<file path="src/rtl/assoc_cache.sv">
// assoc_cache -- two-way set-associative, write-back, write-allocate cache
// sitting between the multi-cycle CPU datapath and line-wide main memory.
//
// Geometry is parametrised (WORD_SIZE, LINE_WORDS, NUM_SETS). Each set holds
// two ways of {valid, dirty, tag, line} plus one LRU bit that names the
// least-recently-used way. A four-state FSM (IDLE, COMPARE, WRITEBACK, FILL)
// sequences every request.
//
// Optional feature: define CACHE_STATS_EN to add the saturating hit_count /
// miss_count statistics ports (width STAT_W).
//
// Ports:
//   clk, reset_n        clock, asynchronous active-low reset
//   readC, writeC       processor read / write request, held until readyC
//   address, data_in    processor word address {tag,index,offset}, write data
//   data_out, readyC    read data (valid with readyC), one-cycle completion
//   readM, writeM       memory line read / write request
//   addressM            line-aligned memory address (offset bits zero)
//   dataM_out           eviction line, word 0 in the LSBs
//   dataM_in, ackM      fill line and one-cycle memory completion pulse
//   hit_count,
//   miss_count          statistics (CACHE_STATS_EN only)
module assoc_cache #(
  parameter int WORD_SIZE  = 16,
  parameter int LINE_WORDS = 4,
  parameter int NUM_SETS   = 4,
  parameter int STAT_W     = 16
) (
  input  logic                            clk,
  input  logic                            reset_n,
  input  logic                            readC,
  input  logic                            writeC,
  input  logic [WORD_SIZE-1:0]            address,
  input  logic [WORD_SIZE-1:0]            data_in,
  output logic [WORD_SIZE-1:0]            data_out,
  output logic                            readyC,
  output logic                            readM,
  output logic                            writeM,
  output logic [WORD_SIZE-1:0]            addressM,
  output logic [LINE_WORDS*WORD_SIZE-1:0] dataM_out,
  input  logic [LINE_WORDS*WORD_SIZE-1:0] dataM_in,
  input  logic                            ackM
`ifdef CACHE_STATS_EN
  ,
  output logic [STAT_W-1:0]               hit_count,
  output logic [STAT_W-1:0]               miss_count
`endif
);

  localparam int OFFSET_W = $clog2(LINE_WORDS);
  localparam int INDEX_W  = $clog2(NUM_SETS);
  localparam int TAG_W    = WORD_SIZE - INDEX_W - OFFSET_W;

  typedef enum logic [1:0] {
    IDLE,
    COMPARE,
    WRITEBACK,
    FILL
  } state_t;

  // A line is stored packed so that word 0 lands in the LSBs, matching the
  // memory-side bus layout directly.
  typedef logic [LINE_WORDS-1:0][WORD_SIZE-1:0] line_t;

  state_t state_q, state_d;

  // Latched request.
  logic                 op_write_q;
  logic [WORD_SIZE-1:0] addr_q;
  logic [WORD_SIZE-1:0] wdata_q;
  logic                 victim_q;

  // Per-set storage.
  logic [1:0]           valid_q [NUM_SETS];
  logic [1:0]           dirty_q [NUM_SETS];
  logic [NUM_SETS-1:0]  lru_q;
  logic [TAG_W-1:0]     tag_q   [NUM_SETS][2];
  line_t                line_q  [NUM_SETS][2];

  // Request field decode.
  logic [OFFSET_W-1:0]  req_offset;
  logic [INDEX_W-1:0]   req_index;
  logic [TAG_W-1:0]     req_tag;

  assign req_offset = addr_q[OFFSET_W-1:0];
  assign req_index  = addr_q[OFFSET_W +: INDEX_W];
  assign req_tag    = addr_q[WORD_SIZE-1 -: TAG_W];

  // Lookup in the addressed set.
  logic [1:0] way_hit;
  logic       hit;
  logic       hit_way;
  logic       victim_way;

  always_comb begin
    way_hit[0] = valid_q[req_index][0] && (tag_q[req_index][0] == req_tag);
    way_hit[1] = valid_q[req_index][1] && (tag_q[req_index][1] == req_tag);
    hit        = |way_hit;
    hit_way    = way_hit[1];
    // Prefer an empty way (way 0 first); otherwise replace the LRU way.
    if (!valid_q[req_index][0]) begin
      victim_way = 1'b0;
    end else if (!valid_q[req_index][1]) begin
      victim_way = 1'b1;
    end else begin
      victim_way = lru_q[req_index];
    end
  end

  // Next state and Moore/Mealy outputs. All handshake outputs are decoded
  // from the state register so an asynchronous reset clears them at once.
  always_comb begin
    state_d   = state_q;
    readyC    = 1'b0;
    readM     = 1'b0;
    writeM    = 1'b0;
    addressM  = '0;
    dataM_out = '0;
    data_out  = '0;
    case (state_q)
      IDLE: begin
        if (writeC || readC) begin
          state_d = COMPARE;
        end
      end
      COMPARE: begin
        if (hit) begin
          readyC  = 1'b1;
          state_d = IDLE;
          if (!op_write_q) begin
            data_out = line_q[req_index][hit_way][req_offset];
          end
        end else if (valid_q[req_index][victim_way] && dirty_q[req_index][victim_way]) begin
          state_d = WRITEBACK;
        end else begin
          state_d = FILL;
        end
      end
      WRITEBACK: begin
        writeM    = 1'b1;
        addressM  = {tag_q[req_index][victim_q], req_index, {OFFSET_W{1'b0}}};
        dataM_out = line_q[req_index][victim_q];
        if (ackM) begin
          state_d = FILL;
        end
      end
      FILL: begin
        readM    = 1'b1;
        addressM = {req_tag, req_index, {OFFSET_W{1'b0}}};
        if (ackM) begin
          state_d = COMPARE;
        end
      end
      default: state_d = IDLE;
    endcase
  end

`ifdef CACHE_STATS_EN
  // Set on accept and cleared on the first COMPARE, so a request that
  // misses and re-enters COMPARE after its fill is only counted once.
  logic first_pass_q;
`endif

  // Control state and per-set status bits (reset).
  always_ff @(posedge clk or negedge reset_n) begin
    if (!reset_n) begin
      state_q    <= IDLE;
      op_write_q <= 1'b0;
      addr_q     <= '0;
      wdata_q    <= '0;
      victim_q   <= 1'b0;
      valid_q    <= '{default: '0};
      dirty_q    <= '{default: '0};
      lru_q      <= '0;
`ifdef CACHE_STATS_EN
      first_pass_q <= 1'b0;
      hit_count    <= '0;
      miss_count   <= '0;
`endif
    end else begin
      state_q <= state_d;
      case (state_q)
        IDLE: begin
          if (writeC || readC) begin
            op_write_q <= writeC;
            addr_q     <= address;
            wdata_q    <= data_in;
`ifdef CACHE_STATS_EN
            first_pass_q <= 1'b1;
`endif
          end
        end
        COMPARE: begin
          if (hit) begin
            lru_q[req_index] <= ~hit_way;
            if (op_write_q) begin
              dirty_q[req_index][hit_way] <= 1'b1;
            end
          end else begin
            victim_q <= victim_way;
          end
`ifdef CACHE_STATS_EN
          first_pass_q <= 1'b0;
          if (first_pass_q) begin
            if (hit) begin
              if (hit_count != '1) begin
                hit_count <= hit_count + STAT_W'(1);
              end
            end else if (miss_count != '1) begin
              miss_count <= miss_count + STAT_W'(1);
            end
          end
`endif
        end
        WRITEBACK: begin
          if (ackM) begin
            dirty_q[req_index][victim_q] <= 1'b0;
          end
        end
        FILL: begin
          if (ackM) begin
            valid_q[req_index][victim_q] <= 1'b1;
            dirty_q[req_index][victim_q] <= 1'b0;
          end
        end
        default: ;
      endcase
    end
  end

  // Tag and line storage carry no reset; valid bits qualify them.
  always_ff @(posedge clk) begin
    if (state_q == FILL && ackM) begin
      tag_q[req_index][victim_q]  <= req_tag;
      line_q[req_index][victim_q] <= dataM_in;
    end else if (state_q == COMPARE && hit && op_write_q) begin
      line_q[req_index][hit_way][req_offset] <= wdata_q;
    end
  end

endmodule

</file>
<file path="config.mk">
export PLATFORM = sky130hd
export DESIGN_NAME = assoc_cache
export DESIGN_NICKNAME = d
export VERILOG_FILES = /design/src/rtl/assoc_cache.sv
export SDC_FILE = /design/constraint.sdc
export NUM_CORES = 1
export LEC_CHECK = 0
export ABC_AREA = 1
export CELL_PAD_IN_SITES_DETAIL_PLACEMENT = 0
export CELL_PAD_IN_SITES_GLOBAL_PLACEMENT = 1
export CORE_ASPECT_RATIO = 0.5
export CORE_UTILIZATION = 41
export CTS_CLUSTER_SIZE = 12
export DETAILED_ROUTE_END_ITERATION = 10
export PLACE_DENSITY_LB_ADDON = 0.1
export SLEW_MARGIN = 0
export SYNTH_ARGS = -nofsm -noshare
export SYNTH_HDL_FRONTEND = slang
export SYNTH_SLANG_ARGS = --single-unit
export TNS_END_PERCENT = 50
</file>
<file path="constraint.sdc">
create_clock -name clk -period 4 [get_ports clk]
set_input_delay 0.4 -clock clk [delete_from_list [all_inputs] [get_ports clk]]
set_output_delay 0.4 -clock clk [all_outputs]
set_load 0.02 [all_outputs]
</file>
==> flow_summary.toml <==
[timing]
tightest_slew_ns = 1.19
setup_ws_ns = -0.0161
maxSlewViolCount = 0
fin_crit_sh_pct = 100
finalSetupViolations = 1
finalClockSkew_ns = 0.0257
maxSlewHeadroom_pct = 20.4
hold_viol = 0
max_freq_mhz = 249
whs_ns = 0.307
min_period_ns = 4.02
rsz0062_at_grt = "true"

[worst_setup_path]
cp_max_fo = 31
critical_path_buf_inv_count = 6
crit_required_ns = 3.60
crit_arrival_ns = 3.62
cp-start-kind = "flop"
path_delay_family = "buffers and inverters"
critPathKind = "flop to primary output"
crit_chain = "inv_4 > buf_12 > nand2_1 > inv_4 > buf_12 > buf_12 > a22oi_1 > nand3_1 > o21ai_0 > a21oi_1 > clkdlybuf4s50_1"
critical_path.most_common_cell = "buf_12"
slowest_delay_ns = 0.70
crit_path_end_kind = "primary output"
cpMaxStageDelayCell = "clkdlybuf4s50_1"

[cts]
clockBufferDepth = 3
cts.sinks = 664
clkTransAtPathRegs_ns = 0.06
clock_latency_ns = 0.64
cts_tree = "done"
cts_root_buffer = "clkbuf_16"
cts_inserted_buffers = 67
h-tree-depth = 3

[placed_design]
dpl_cell_area_mm2 = 0.0332
placed_cells = 3836
place.gp.congestion = 0.912
portBuffers = 197
pre_cts_ws_ns = 0.0914
dp_hpwl_um = 73100

[logic_synthesis]
syn_area_mm2 = 0.0294
synth_area_per_cell_um2 = 10.8
yosysSeqAreaShare_pct = 66.9
synthCells = 2729
yosys_warnings = 0
synth.distinct_cells = 42
ys_ff_latch = 664

[run_status]
status = "complete, but fails checks"
violations = "negative setup slack"

[floorplanning]
start_util_pct = 42.0
dieArea_mm2 = 0.0728
io-pin-count = 200
core_mm2 = 0.0699
dieHeight_um = 191
dieWidth_um = 380
num_rows = 68

[global_route]
grt_max_degree = 73
first_global_vias = 21234
grt_use_total_pct = 29.4
grt_pass1_wl_um = 152000
grt-ovfl-total = 0
antenna_found_initial = 4

[routing]
avgRoutedWirePerCell_um = 27.3
drc_errors = 0
via_count = 22584
drt-pass1-iter-count = 6
ant_nets = 0
wirelength_um = 108000
drtIter0Drc = 2426
vias_per_cell = 5.73

[final_layout]
area_delta_synth_final_pct = 21.0
final_cell_area_mm2 = 0.0355
final_nets = 3072
postLayoutCoreUtil_pct = 50.9
stdcell_count = 3943
layout-drive-gt1-share_pct = 12.4

[run]
maxCapViolCount = 0

[pwr]
ir_drop_mv = 0.311
leakage_uw = 0.0139
p_per_area_mw_per_mm2 = 692

[hold_path]
min_path_type = "primary input to async pin"
[synth_stat cells (all sizes together)]
library cell,number,area share (%)
and2,6,0.13
mux2,1,0.038
clkinv,1,0.013
ha,4,0.17
a221oi,92,2.7
inv,131,1.7
dfrtp,56,4.8
o22ai,17,0.36
nand3b,1,0.026
or2,9,0.19
a21oi,136,2.3
nand2,832,11
a22o,52,1.6
nand4,43,0.94
a22oi,62,1.6
o21a,1,0.026
clkbuf,124,1.6
a211oi,1,0.026
o21ai,132,2.2
buf,60,1.2
o2111ai,1,0.030
o211ai,15,0.38
a31oi,1,0.021
nor3,1,0.017
edfxtp,608,62
nor2,212,2.8
a21boi,1,0.026
nand3,128,2.2
conb,1,0.013
[worst register-to-register path, cell delays in order (launching register included)]
cell and delay, ns:
dfrtp_1 0.44, inv_4 0.16, buf_12 0.16, nand2_1 0.12, inv_4 0.12, nand2_1 0.06
nand4_1 0.15, nand2_1 0.08, nor2_1 0.09, nand2_1 0.07, nor2_2 0.11, nand2_2 0.12
nand2_2 0.10, buf_4 0.20, nand3_4 0.39, o21ai_0 0.65, nand2_1 0.28
[metrics by stage]
step                      total power (uW)  TNS, ns
after detailed placement             18300        0
after floorplan                      13700        0
after global placement               18300        0
after CTS                            24400  -0.0162
final                                24600  -0.0161
after global routing                 25500   -0.209
[registers in the layout (all words and copies together) (netlist names)]
| name | count |
|---|---|
| line_q | 512 |
| valid_q | 8 |
| lru_q | 4 |
| addr_q | 16 |
| dirty_q | 8 |
| wdata_q | 16 |
| state_q | 2 |
| op_write_q | 1 |
| victim_q | 1 |
| tag_q | 96 |
[where the power goes]
group          switching, uW  internal [uW]
combinational           6750           2900
sequential               811           8250
clock                   2680           3200
[cells by family (layout without fill, tap and decap cells)]
family | Yosys count | in the layout | synth area share, %
other cells | 1 | 3 | 0.0128
fa+ha+maj | 4 | 4 | 0.170
buf+inv | 316 | 583 | 4.47
flops | 664 | 664 | 66.9
simple gates | 1232 | 1232 | 17.0
mux | 1 | 1 | 0.0383
compound gates | 511 | 511 | 11.3
[layout make-up]
| class | instances | area [um2] |
|---|---|---|
| inverters | 132 | 507 |
| flip-flops and latches | 664 | 19700 |
| clock buffers | 89 | 1830 |
| multi-input cells | 1750 | 8860 |
| diodes | 1 | 2.50 |
| fillers | 6313 | 34300 |
| well taps | 945 | 1180 |
| repair buffers | 352 | 3390 |
| clock inverters | 10 | 86.3 |
[repair_timing]
action                                  4_1_cts  5_1_grt
endpoints found under the hold margin        19        0
resized for setup                           102       81
hold buffers                                  1        0
buffers inserted                              3        1
pin swaps                                     3        1
endpoints found under the setup margin       54       42
gates cloned                                  1        1
[final timing paths]
check | startpoint | endpoint | slack, ns | depth (start not counted)
worst max-delay path | addr_q[3] | dataM_out[39] | -0.02 | 11
worst min-delay path | reset_n | addr_q[4] | 0.31 | 2
worst max register to register | addr_q[3] | line_q[2][47] | 0.41 | 16
worst min register to register | valid_q[1] | valid_q[1] | 0.47 | 1
max in group asynchronous | reset_n | victim_q | 2.74 | 3
min in group clk | data_in[15] | wdata_q[15] | 0.35 | 3
[routing by layer]
| layer | routed length, um | GRT usage [%] | vias up |
|---|---|---|---|
| li1 | - | - | 10134 |
| met1 | 44600 | 40.0 | 11250 |
| met2 | 48700 | 45.6 | 998 |
| met3 | 9690 | 6.37 | 200 |
| met4 | 4480 | 12.5 | 2 |
| met5 | 13 | 0 | - |
[cells in the final DEF (no fill, tap or decap), drive strengths merged, types with 2 or more instances in the layout]
cell	count
nand2	832
edfxtp	608
nor2	212
buf	161
clkdlybuf4s50	144
a21oi	136
o21ai	132
inv	131
nand3	128
clkbuf	94
a221oi	92
a22oi	62
dfrtp	56
a22o	52
nand4	43
dlymetal6s2s	19
o22ai	17
dlygate4sd2	16
o211ai	15
clkinv	10
or2	9
and2	6
clkdlybuf4s15	5
ha	4
conb	2
No activity file was read; power rests on OpenSTA's default activity.
